<file path="config.mk">
export PLATFORM = sky130hd
export DESIGN_NAME = sm_addsub_pipe
export DESIGN_NICKNAME = d
export VERILOG_FILES = /design/src/rtl/sm_arith_pkg.sv /design/src/rtl/sm_addsub_core.sv /design/src/rtl/sm_addsub_pipe.sv
export SDC_FILE = /design/constraint.sdc
export NUM_CORES = 1
export LEC_CHECK = 0
export CAP_MARGIN = 10
export CORE_MARGIN = 2
export CORE_UTILIZATION = 50
export DETAILED_ROUTE_END_ITERATION = 7
export PLACE_DENSITY_LB_ADDON = 0.3
export SYNTH_ARGS = -nofsm -noshare
export SYNTH_HDL_FRONTEND = slang
export SYNTH_SLANG_ARGS = --single-unit
</file>
<file path="constraint.sdc">
create_clock -name iClk -period 2.95 [get_ports iClk]
set_input_delay 0.7375 -clock iClk [delete_from_list [all_inputs] [get_ports iClk]]
set_output_delay 0.7375 -clock iClk [all_outputs]
set_load 0.005 [all_outputs]
</file>
<file path="src/rtl/sm_arith_pkg.sv">
// Shared mode encodings and the sign-magnitude packing helper for the add/sub datapath.
// sm_pack places the sign at bit w and forces a zero magnitude to be positive.
package sm_arith_pkg;

   localparam logic MODE_UNS = 1'b0;
   localparam logic MODE_SM  = 1'b1;

   // Wide enough for any practical W; callers cast to W+1 bits.
   localparam int SM_MAXW = 64;

   function automatic logic [SM_MAXW:0] sm_pack(input logic sign,
                                                 input logic [SM_MAXW-1:0] mag,
                                                 input int w);
      logic [SM_MAXW:0] r;
      r = {1'b0, mag};
      if (sign && (mag != '0))
         r = r | ((SM_MAXW+1)'(1) << w);
      return r;
   endfunction

endpackage

</file>
<file path="src/rtl/sm_addsub_core.sv">
// Combinational W-bit unsigned / sign-magnitude add-subtract.
// Expects the effective sign of b and the magnitude compare to be precomputed upstream.
module sm_addsub_core import sm_arith_pkg::*; #(
   parameter int W = 8
) (
   input  logic         i_sa,
   input  logic         i_sub,
   input  logic         i_sgn_a,
   input  logic         i_sgn_b,
   input  logic         i_a_ge_b,
   input  logic [W-1:0] i_a,
   input  logic [W-1:0] i_b,
   output logic [W:0]   o_data,
   output logic         o_c
);

   logic [W:0]   w_uns;
   logic [W-1:0] w_mag;
   logic         w_sgn;
   logic [W-2:0] w_ma;
   logic [W-2:0] w_mb;

   assign w_ma = i_a[W-2:0];
   assign w_mb = i_b[W-2:0];

   always_comb begin
      w_mag  = '0;
      w_sgn  = 1'b0;
      o_data = '0;
      o_c    = 1'b0;
      // The top bit of the (W+1)-bit difference is exactly the borrow.
      w_uns  = i_sub ? ({1'b0, i_a} - {1'b0, i_b}) : ({1'b0, i_a} + {1'b0, i_b});
      if (i_sgn_a == i_sgn_b) begin
         w_mag = {1'b0, w_ma} + {1'b0, w_mb};
         w_sgn = i_sgn_a;
      end else if (i_a_ge_b) begin
         w_mag = {1'b0, w_ma - w_mb};
         w_sgn = i_sgn_a;
      end else begin
         w_mag = {1'b0, w_mb - w_ma};
         w_sgn = i_sgn_b;
      end
      if (i_sa == MODE_SM) begin
         o_data = (W+1)'(sm_pack(w_sgn, SM_MAXW'(w_mag), W));
         o_c    = w_mag[W-1];
      end else begin
         o_data = w_uns;
         o_c    = w_uns[W];
      end
   end

endmodule

</file>
<file path="src/rtl/sm_addsub_pipe.sv">
// Two-stage valid/ready adder/subtractor (unsigned or sign-magnitude) with accumulator feedback.
// Latency 2, throughput 1/cycle; stalls accumulate inputs until the pipeline drains.
module sm_addsub_pipe import sm_arith_pkg::*; #(
   parameter int W = 8
) (
   input  logic         iClk,
   input  logic         iRst,
   input  logic         iValid,
   output logic         oReady,
   input  logic         iSA,
   input  logic         iSub,
   input  logic         iAcc,
   input  logic         iClr,
   input  logic [W-1:0] iData_a,
   input  logic [W-1:0] iData_b,
   output logic         oValid,
   input  logic         iReady,
   output logic [W:0]   oData,
   output logic         oData_C
);

   logic         r_s1_vld;
   logic         r_s1_sa;
   logic         r_s1_sub;
   logic         r_s1_sgn_a;
   logic         r_s1_sgn_b;
   logic         r_s1_a_ge_b;
   logic [W-1:0] r_s1_a;
   logic [W-1:0] r_s1_b;
   logic         r_s2_vld;
   logic         r_s2_c;
   logic [W:0]   r_s2_dat;
   logic [W:0]   r_acc;

   logic         w_sm;
   logic [W-1:0] w_a;
   logic         w_a_ge_b;
   logic         w_out_xfer;
   logic         w_s2_free;
   logic         w_s1_adv;
   logic         w_hazard;
   logic         w_in_xfer;
   logic [W:0]   w_core_dat;
   logic         w_core_c;

   assign w_sm = (iSA != MODE_UNS);

   // In SM mode the accumulator's magnitude-carry bit is dropped when fed back.
   always_comb begin
      w_a = iData_a;
      if (iAcc)
         w_a = w_sm ? {r_acc[W], r_acc[W-2:0]} : r_acc[W-1:0];
   end

   assign w_a_ge_b   = (w_a[W-2:0] >= iData_b[W-2:0]);
   assign w_out_xfer = r_s2_vld & iReady;
   assign w_s2_free  = ~r_s2_vld | iReady;
   assign w_s1_adv   = r_s1_vld & w_s2_free;
   assign w_hazard   = iValid & iAcc & (r_s1_vld | r_s2_vld);
   assign oReady     = ~iRst & ~w_hazard & (~r_s1_vld | w_s1_adv);
   assign w_in_xfer  = iValid & oReady;

   sm_addsub_core #(.W(W)) u_core (
      .i_sa     (r_s1_sa),
      .i_sub    (r_s1_sub),
      .i_sgn_a  (r_s1_sgn_a),
      .i_sgn_b  (r_s1_sgn_b),
      .i_a_ge_b (r_s1_a_ge_b),
      .i_a      (r_s1_a),
      .i_b      (r_s1_b),
      .o_data   (w_core_dat),
      .o_c      (w_core_c)
   );

   always_ff @(posedge iClk) begin
      if (iRst) begin
         r_s1_vld    <= 1'b0;
         r_s1_sa     <= 1'b0;
         r_s1_sub    <= 1'b0;
         r_s1_sgn_a  <= 1'b0;
         r_s1_sgn_b  <= 1'b0;
         r_s1_a_ge_b <= 1'b0;
         r_s1_a      <= '0;
         r_s1_b      <= '0;
         r_s2_vld    <= 1'b0;
         r_s2_c      <= 1'b0;
         r_s2_dat    <= '0;
         r_acc       <= '0;
      end else begin
         if (~r_s1_vld | w_s1_adv)
            r_s1_vld <= w_in_xfer;
         if (w_in_xfer) begin
            r_s1_sa     <= iSA;
            r_s1_sub    <= iSub;
            r_s1_sgn_a  <= w_a[W-1];
            r_s1_sgn_b  <= iData_b[W-1] ^ iSub;
            r_s1_a_ge_b <= w_a_ge_b;
            r_s1_a      <= w_a;
            r_s1_b      <= iData_b;
         end
         // S2 data only changes when it is free, so a held result stays stable.
         if (w_s2_free) begin
            r_s2_vld <= r_s1_vld;
            if (r_s1_vld) begin
               r_s2_dat <= w_core_dat;
               r_s2_c   <= w_core_c;
            end
         end
         if (iClr)
            r_acc <= '0;
         else if (w_out_xfer)
            r_acc <= r_s2_dat;
      end
   end

   assign oValid  = r_s2_vld;
   assign oData   = r_s2_dat;
   assign oData_C = r_s2_c;

endmodule

</file>
Word-level counts from Yosys, hierarchy flattened. Cells that the tools add are included.

Flip-flop bits (word level): 42. Bits in latches: 0. Memory bits (writable): 0. Memory bits (read-only): 0. Input bits: 24. Output and inout bits: 12. Memories kept: 0.

Add/sub/neg operators: 5. $mul: 0. Div/mod/pow operators: 0. Magnitude comparators: 1. Eq/ne operators: 1. Shift operators: 0. Multiplexer cells: 10. Bitwise gates (word level): 15. Reduce and logical (&&, ||, !) cells: 4.

Operators with widths (count): 9-bit 2-to-1 mux (3); 8-bit 2-to-1 mux (3); 7-bit subtractor (2); 8-bit by 8-bit adder with 9-bit output (1); 8-bit by 8-bit subtractor with 9-bit output (1); 7-bit by 7-bit adder with 8-bit output (1); 8-bit nonzero test (1); 1-bit AND (7); 7-bit greater-or-equal comparator (1); 7-bit 2-to-1 mux (1); 1-bit NOT (4); 1-bit 2-to-1 mux (3); 1-bit OR (3); 2-bit AND reduction (1); 2-bit OR reduction (1); 1-bit equality test (1); 1-bit logical AND (1); 1-bit XOR (1).

Longest topological paths before layout. Gate-level depths: netlist of run 1.

Word-level depth: 7. Gate-level depth with buffers: 12. Mapped depth without buffers: 12.

By module. From an unflattened synthesis of run 1, not the netlist that was laid out.

Cell total of the unflattened synthesis: 390. Area, all modules: 3176.8 sq um.

Modules (own cells, without submodules): sm_addsub_pipe (instances 1, cells each 210, area an instance 1826.8 sq um, seq. area each 820.8 sq um); sm_addsub_core (instances 1, cells each 180, area an instance 1350.0 sq um, seq. area each 0.0 sq um).

Least setup slack after synthesis of run 1. Ideal clock, no wire load.

Path kind: register -> register. Start: register r_s1_b[1]. End: register r_s2_dat[8] (netlist: oData[8]). Setup time: 0.122 ns. Arrival: 2.535 ns. Path slack: 0.293 ns. Stages on the path, launching flop included: 12. Buffers on the path: 0. Period minus slack after synthesis: 2.657 ns. Cell sequence: dfxtp_1 inv_1 ha_1 mux2i_1 fa_1 a211oi_1 o21ai_1 a31oi_1 xnor2_1 o21ai_1 nor3_1 a21oi_1.

Cells in the longest elaborated chain, start to end: 7.

RTL lines: start: declaration (RTL line sm_addsub_pipe.sv:29) `logic [W-1:0] r_s1_b;`; start signal: assignment (RTL line sm_addsub_pipe.sv:99) `r_s1_b <= iData_b;`; 7-bit subtractor (on tied branches) (RTL line sm_addsub_core.sv:40, sm_addsub_core.sv:37); 7-bit 2-to-1 mux (RTL line sm_addsub_core.sv:36) `end else if (i_a_ge_b) begin`; 8-bit 2-to-1 mux (RTL line sm_addsub_core.sv:33) `if (i_sgn_a == i_sgn_b) begin`; 8-bit nonzero test (RTL line sm_arith_pkg.sv:16) `if (sign && (mag != '0))`; 1-bit logical AND (RTL line sm_arith_pkg.sv:16); 9-bit 2-to-1 mux (RTL line sm_arith_pkg.sv:16); 9-bit 2-to-1 mux * (RTL line sm_addsub_core.sv:43) `if (i_sa == MODE_SM) begin`; end signal: assignment (RTL line sm_addsub_pipe.sv:105) `r_s2_dat <= w_core_dat;`; end: declaration (RTL line sm_addsub_pipe.sv:32) `logic [W:0] r_s2_dat;`.

Every way passes the cells marked *; elsewhere a longest branch is shown, timed or not. A chain may end at the register's enable or synchronous reset.

Worst setup path after layout of run 1.
Start: input iValid. End: output oReady.

Cells in the longest elaborated chain, start to end: 5.

RTL lines: start: declaration (RTL line sm_addsub_pipe.sv:8) `input logic iValid,`; 1-bit AND (2 in a row) (RTL line sm_addsub_pipe.sv:59) `assign w_hazard = iValid & iAcc & (r_s1_vld | r_s2_vld);`; 1-bit NOT (RTL line sm_addsub_pipe.sv:60) `assign oReady = ~iRst & ~w_hazard & (~r_s1_vld | w_s1_adv);`; 1-bit AND (2 in a row) (RTL line sm_addsub_pipe.sv:60); end: declaration (RTL line sm_addsub_pipe.sv:9) `output logic oReady,`.

Every way passes these cells.

==> flow_summary.toml, run 1 <==
[synth]
synth_cell_types = 55
synth.avg_cell_area_sq_um = 7.93
synth_cells = 386
synth_area_sq_um = 3060
synth_top_flop_cell = "dfxtp_1"
syn_nets = 449
ys_ff_latch = 41
synth_enable_flop_cells = 0
synth-async-reset-ratio = 0
yosysWarningCount = 0
yosysSeqAreaShare = 0.268

[worst_setup_path]
r2r_slack_ns = 0.30
r2r_cells = 11
cp-end-kind = "primary output"
startpoint_type = "input port"
cp.required_ns = 2.21
startpoint = "iValid"
rr_endpoint = "oData[8]"
cp.arrival_ns = 2.13
critPathKind = "in2out"
crit_end = "oReady"
cp_max_fo = 3
r2r_start = "r_s1_b[1]"

[global_routing]
first_global_vias = 2785
grt_pass1_wl_mm = 13.0
antenna_found_initial = 0
overflow = 0
grt_max_degree = 28
grt_usage = 0.253

[routing]
wirelength_mm = 8.00
postRouteAntennaNets = 0
firstDrtPassIters = 4
vias = 2835
drc = 0
wire_per_inst_um = 15.9
via_per_inst = 5.63
drt_iter0_drc = 234

[timing]
hold_viol = 0
setup_viol = 0
fin_setup_tns_ns = 0
fmax_mhz = 349
hold_ws_ns = 0.457
tightest_slew_ns = 0.566
finClkSkew_ns = 0.0100
period_share = 0.971
maxSlewViolCount = 0
setup_ws_ns = 0.0860
fin_crit_ns = 2.86
rsz0062_at_grt = "false"
relSlewSlack = 0.622

[cts]
cts_buffers = 5
clock_sinks = 41
clockBufferDepth = 2
post_cts_buffers = 0
clock_latency_ns = 0.29
htree_levels = 2
cts_root_buf = "clkbuf_8"
cts_tree = "yes"
clkTransAtPathRegs_ns = 0.08

[floorplanning]
io_pins = 36
dieArea_sq_um = 6760
die-width_um = 82.2
fp-row-count = 28
start_util = 0.517
die_h_um = 82.2
core_area_sq_um = 5920

[finish]
areaGrowthSynthToFinish_pct = 20.2
drive_above_1_share = 0.0932
final_cell_mix = "nand2_1 (53), a21oi_1 (45), dfxtp_1 (41), ha_1 (35), clkdlybuf4s50_1 (34)"
nets = 491
final_cells = 504
post-route-util = 0.621
diodes = 0
n_fill_cell = 540
final_common_cell = "nand2_1"
finish.instance_area_sq_um = 3680

[placement]
place_congestion = 0.902
place_ws_ns = 0.0272
dpl.hpwl_mm = 6.52
dpl_cell_area_sq_um = 3550
placedCellCount = 496
port_buffers = 35

[outcome]
outcome = "completed"

[pwr]
ir_drop_mv = 0.237
p_per_area_nw_per_um2 = 413
p_leak_nw = 1.48
total_power_mw = 1.52

[run]
drv_cap = 0

[worst_hold_path]
hold_class = "reg2reg"
==> sequential cells by signal, indices dropped and copies added, names as in the netlist <==
register and cells:
oData 9, oData_C 1, oValid 1, r_acc 9
r_s1_a 7, r_s1_a_ge_b 1, r_s1_b 8, r_s1_sa 1
r_s1_sgn_a 1, r_s1_sgn_b 1, r_s1_sub 1, r_s1_vld 1
==> synthesized netlist by cell type (3+ instances only) <==
| cell | number | area, sq um |
|---|---|---|
| nand3_1 | 11 | 55.1 |
| ha_1 | 35 | 438 |
| nand2_1 | 53 | 199 |
| o21ai_0 | 20 | 100 |
| a211oi_1 | 8 | 60.1 |
| buf_6 | 3 | 33.8 |
| buf_2 | 4 | 20.0 |
| a31oi_1 | 7 | 43.8 |
| fa_1 | 4 | 80.1 |
| o21ai_1 | 5 | 25.0 |
| nor4_1 | 3 | 18.8 |
| a21oi_1 | 45 | 225 |
| xor2_1 | 5 | 43.8 |
| mux2_2 | 6 | 67.6 |
| dfxtp_1 | 41 | 821 |
| inv_1 | 26 | 97.6 |
| o2111ai_1 | 3 | 26.3 |
| mux2i_1 | 6 | 60.1 |
| nor3_1 | 3 | 15.0 |
| nand2b_1 | 4 | 25.0 |
| clkbuf_1 | 8 | 30.0 |
| nor2_1 | 25 | 93.8 |
| xnor2_1 | 14 | 123 |
| nor2b_1 | 7 | 43.8 |
==> how the worst min path moves through the flow <==
stage,from,to,slack [ns],cells after the start
detailed placement,r_acc[4],r_acc[4],0.45,2
finish,r_acc[4],r_acc[4],0.46,2
global placement,r_acc[8],r_acc[8],0.44,2
global route,r_acc[4],r_acc[4],0.48,2
floorplan,r_acc[1],r_acc[1],0.43,2
CTS,r_acc[4],r_acc[4],0.46,2
==> logic make-up after synthesis <==
kind of cell,count (synthesis),synth area share
xor+xnor,19,0.0544
compound gates,110,0.225
simple gates,117,0.172
mux,12,0.0417
fa+ha+maj,39,0.169
buf+inv,48,0.0695
flops,41,0.268
==> area by class of cell <==
| type | count | area (sq um) | area share |
|---|---|---|---|
| Inverter | 30 | 113 | 0.0306 |
| Sequential cell | 41 | 821 | 0.223 |
| Clock inverter | 3 | 43.8 | 0.0119 |
| Timing Repair Buffer | 53 | 500 | 0.136 |
| Tap cell | 75 | 93.8 | 0.0255 |
| Multi-Input combinational cell | 297 | 2040 | 0.554 |
| Clock buffer | 5 | 68.8 | 0.0187 |
==> power breakdown <==
part | total [mW] | switching, mW | internal [mW]
sequential | 0.607 | 0.0320 | 0.575
combinational | 0.458 | 0.239 | 0.219
clock | 0.453 | 0.200 | 0.254
==> routing by layer <==
metal	track usage	vias up	routed length, um
met3	0.0337	16	341
met4	0.0800	0	144
met2	0.436	82	3820
met1	0.326	1311	3690
met5	0	-	0
li1	-	1426	-
==> what timing repair did <==
| item | in CTS | in global routing |
|---|---|---|
| endpoints found under the setup margin | 0 | 2 |
| gates resized for setup | 0 | 3 |
| hold buffers | 0 | 0 |
==> worst max-delay path: stages <==
cell and delay [ns]:
clkdlybuf4s50_1 0.44, nand2_1 0.11, o21ai_0 0.09, a21oi_1 0.21
clkdlybuf4s50_1 0.54
Note: power is estimated with default switching activity, not from simulation.
==> run 2, diff against run 1 <==
Settings changed: CTS_CLUSTER_DIAMETER set to 100, SYNTH_HIERARCHICAL set to 1.
==> run 2 against run 1 <==
  * Area after synthesis is 3.8% higher
  * Clock skew rose by 0.0021 ns
  * Routed wire length rose by 0.21%
  * Synthesized cell count increased by 1.0%
  * Maximum frequency shrank 2.0%
  * Total power increased by 12%
  * Worst hold slack improved by 0.0017 ns
  * Critical endpoint is now oData[8]
  * Non-clock buffer count grew 2
  * Setup slack got worse by 0.057 ns
  * Clock power increased by 3%
==> flow_summary.toml, run 2 <==
[routing]
postRouteAntennaNets = 0
wire_per_inst_um = 15.7
wirelength_mm = 8.02
drc = 0
firstDrtPassIters = 5
vias = 2920
drt_iter0_drc = 139
via_per_inst = 5.71

[cts]
cts_buffers = 5
clock_sinks = 41
ctsHoldBuffers = 0
clock_latency_ns = 0.29
htree_levels = 2
cts_tree = "yes"
clockBufferDepth = 2
cts_root_buf = "clkbuf_8"
clkTransAtPathRegs_ns = 0.08

[pwr]
ir_drop_mv = 0.335
clkPwrFrac = 0.274
p_per_area_nw_per_um2 = 443
switchingPower_mw = 0.530
power.internal_mw = 1.17
combPwrFrac = 0.364
p_sw_frac = 0.312
p_seq_frac = 0.362
p_leak_nw = 1.58

[synth]
synth_xor_area_frac = 0.0575
synth_top_cell_area_share = 0.258
yosys.area_share.simple = 0.174
synth_cell_types = 53
synth-async-reset-ratio = 0
synth.area.top_cells = "dfxtp_1 (26%), ha_1 (14%), a21oi_1 (7.2%)"
ys_top_cells_by_count = "a21oi_1 (46), dfxtp_1 (41), ha_1 (35)"
synth_cells = 390
synthAdderAreaFrac = 0.163
yosysSeqAreaShare = 0.258
synth.avg_cell_area_sq_um = 8.15
synth_compound_area_frac = 0.202
syn_nets = 453
muxShareOfSynthArea = 0.0788
synth_top_flop_cell = "dfxtp_1"
yosysTopAreaCell = "dfxtp_1"
ys_ff_latch = 41
yosysMostFrequentCell = "a21oi_1"
yosysWarningCount = 6
synth_area_sq_um = 3180
synth_top_family_by_area = "compound AO/OA/AOI/OAI gates"
synth_enable_flop_cells = 0

[worst_setup_path]
cp_max_fo = 5
cp_slowest_cell = "or3_4"
cp.required_ns = 3.12
cp_num_buf_inv = 0
cp_cell_sequence = "or3_4, nor3_4, nor2_1, xnor2_1, ha_1, and3_4, a2111oi_4, a21oi_2, xnor2_1, nand2b_1, nor3b_2, a31oi_1, mux2i_1, nor2_1"
critPathMaxStageDelay_ns = 0.42
path_delay_family = "simple AND/OR/NAND/NOR gates"
cp-end-kind = "register"
startpoint_type = "register"
critPathKind = "reg2reg"
cp.arrival_ns = 3.10

[floorplanning]
core_area_sq_um = 6240
die-width_um = 83.7
fp-row-count = 29
die_h_um = 83.7
start_util = 0.509
dieArea_sq_um = 7010
io_pins = 36

[global_routing]
grt_pass1_wl_mm = 13.3
first_global_vias = 2773
grt_max_degree = 36
grt_usage = 0.232
antenna_found_initial = 0
overflow = 0

[timing]
fin_crit_ns = 2.92
rsz0062_at_grt = "true"
maxSlewViolCount = 0
relSlewSlack = 0.491
tightest_slew_ns = 0.764
fin_setup_tns_ns = 0
finClkSkew_ns = 0.0121
period_share = 0.990
fmax_mhz = 342
setup_ws_ns = 0.0290
hold_viol = 0
setup_viol = 0

[worst_hold_path]
hold_class = "reg2reg"

[finish]
diodes = 0
final_cells = 511
finish.instance_area_sq_um = 3840
final_cell_mix = "a21oi_1 (45), dfxtp_1 (41), ha_1 (35), clkdlybuf4s50_1 (34), nor2_1 (30)"
drive_above_1_share = 0.122
final_common_cell = "a21oi_1"
nets = 496
areaGrowthSynthToFinish_pct = 20.8

[placement]
port_buffers = 35
dpl.hpwl_mm = 6.19
placedCellCount = 502
place_congestion = 0.863
place_ws_ns = -0.111
dpl_cell_area_sq_um = 3660

[run]
drv_cap = 0

[outcome]
outcome = "completed"
-- run 2: changes by cell type after synthesis, sizes merged, moves of 4 or more --
cell   change
nand2     -31
mux2i     +10
nor2       +5
a31oi      -4
nor3      +12
nand3      +9
-- run 2: stage by stage --
stage,hold slack [ns],total power [mW],util
after floorplan,0.433,1.03,-
after detailed placement,0.448,1.21,0.587
after global placement,0.438,1.19,0.587
after global routing,0.482,1.80,0.615
after CTS,0.459,1.68,0.608
final,0.459,1.70,0.615
-- run 2: cells by family after synthesis --
group | count (synthesis)
simple gates | 114
compound gates | 105
buf+inv | 47
flops | 41
fa+ha+maj | 39
mux | 24
xor+xnor | 20
-- run 2: worst register-to-register path, delay by kind of cell, from the launching register on --
kind,cells,cell delay (ns)
AND/OR/NAND/NOR,7,1.20
multiplexers,1,0.13
XOR/XNOR,2,0.27
AO/OA/AOI/OAI,3,0.57
adder cells (fa/ha/maj),1,0.36
flip-flops,1,0.31
-- run 2: final timing paths --
kind / endpoint / slack, ns / from / cells after the start
max reg2reg: oData[8] / 0.03 / r_s1_b[2] / 14
min reg2reg: r_acc[5] / 0.46 / r_acc[5] / 2
min: r_acc[5] / 0.46 / r_acc[5] / 2
max: oData[8] / 0.03 / r_s1_b[2] / 14
-- run 2: cell type report --
cell class	instances	area, sq um
clock buffer	7	86.3
clock inverter	1	30.0
fill	556	2400
inverter	28	105
multi-input combinational	302	2200
sequential	41	821
tap	77	96.3
timing repair buffer	55	499
-- run 2: repair_timing --
| item | 4_1_cts | 5_1_grt |
|---|---|---|
| gates cloned | 0 | 0 |
| setup buffers | 0 | 1 |
| endpoints found under the setup margin | 2 | 2 |
| gates resized for setup | 3 | 8 |
| pin swaps | 0 | 6 |
-- run 2: layer usage --
metal / vias to the layer above / GRT usage / wire length, um
met2: 97 / 0.384 / 3830
met4: 0 / 0.0572 / 121
met5: - / 0 / 0
met3: 11 / 0.0307 / 454
li1: 1460 / - / -
met1: 1352 / 0.320 / 3610
-- run 2: power groups by stage --
stage / logic, mW / clock network [mW] / registers (mW)
2_1_floorplan: 0.415 / 0 / 0.618
3_3_place_gp: 0.568 / 0 / 0.627
3_5_place_dp: 0.581 / 0 / 0.627
4_1_cts: 0.593 / 0.470 / 0.614
5_1_grt: 0.684 / 0.493 / 0.620
6_report: 0.618 / 0.465 / 0.615
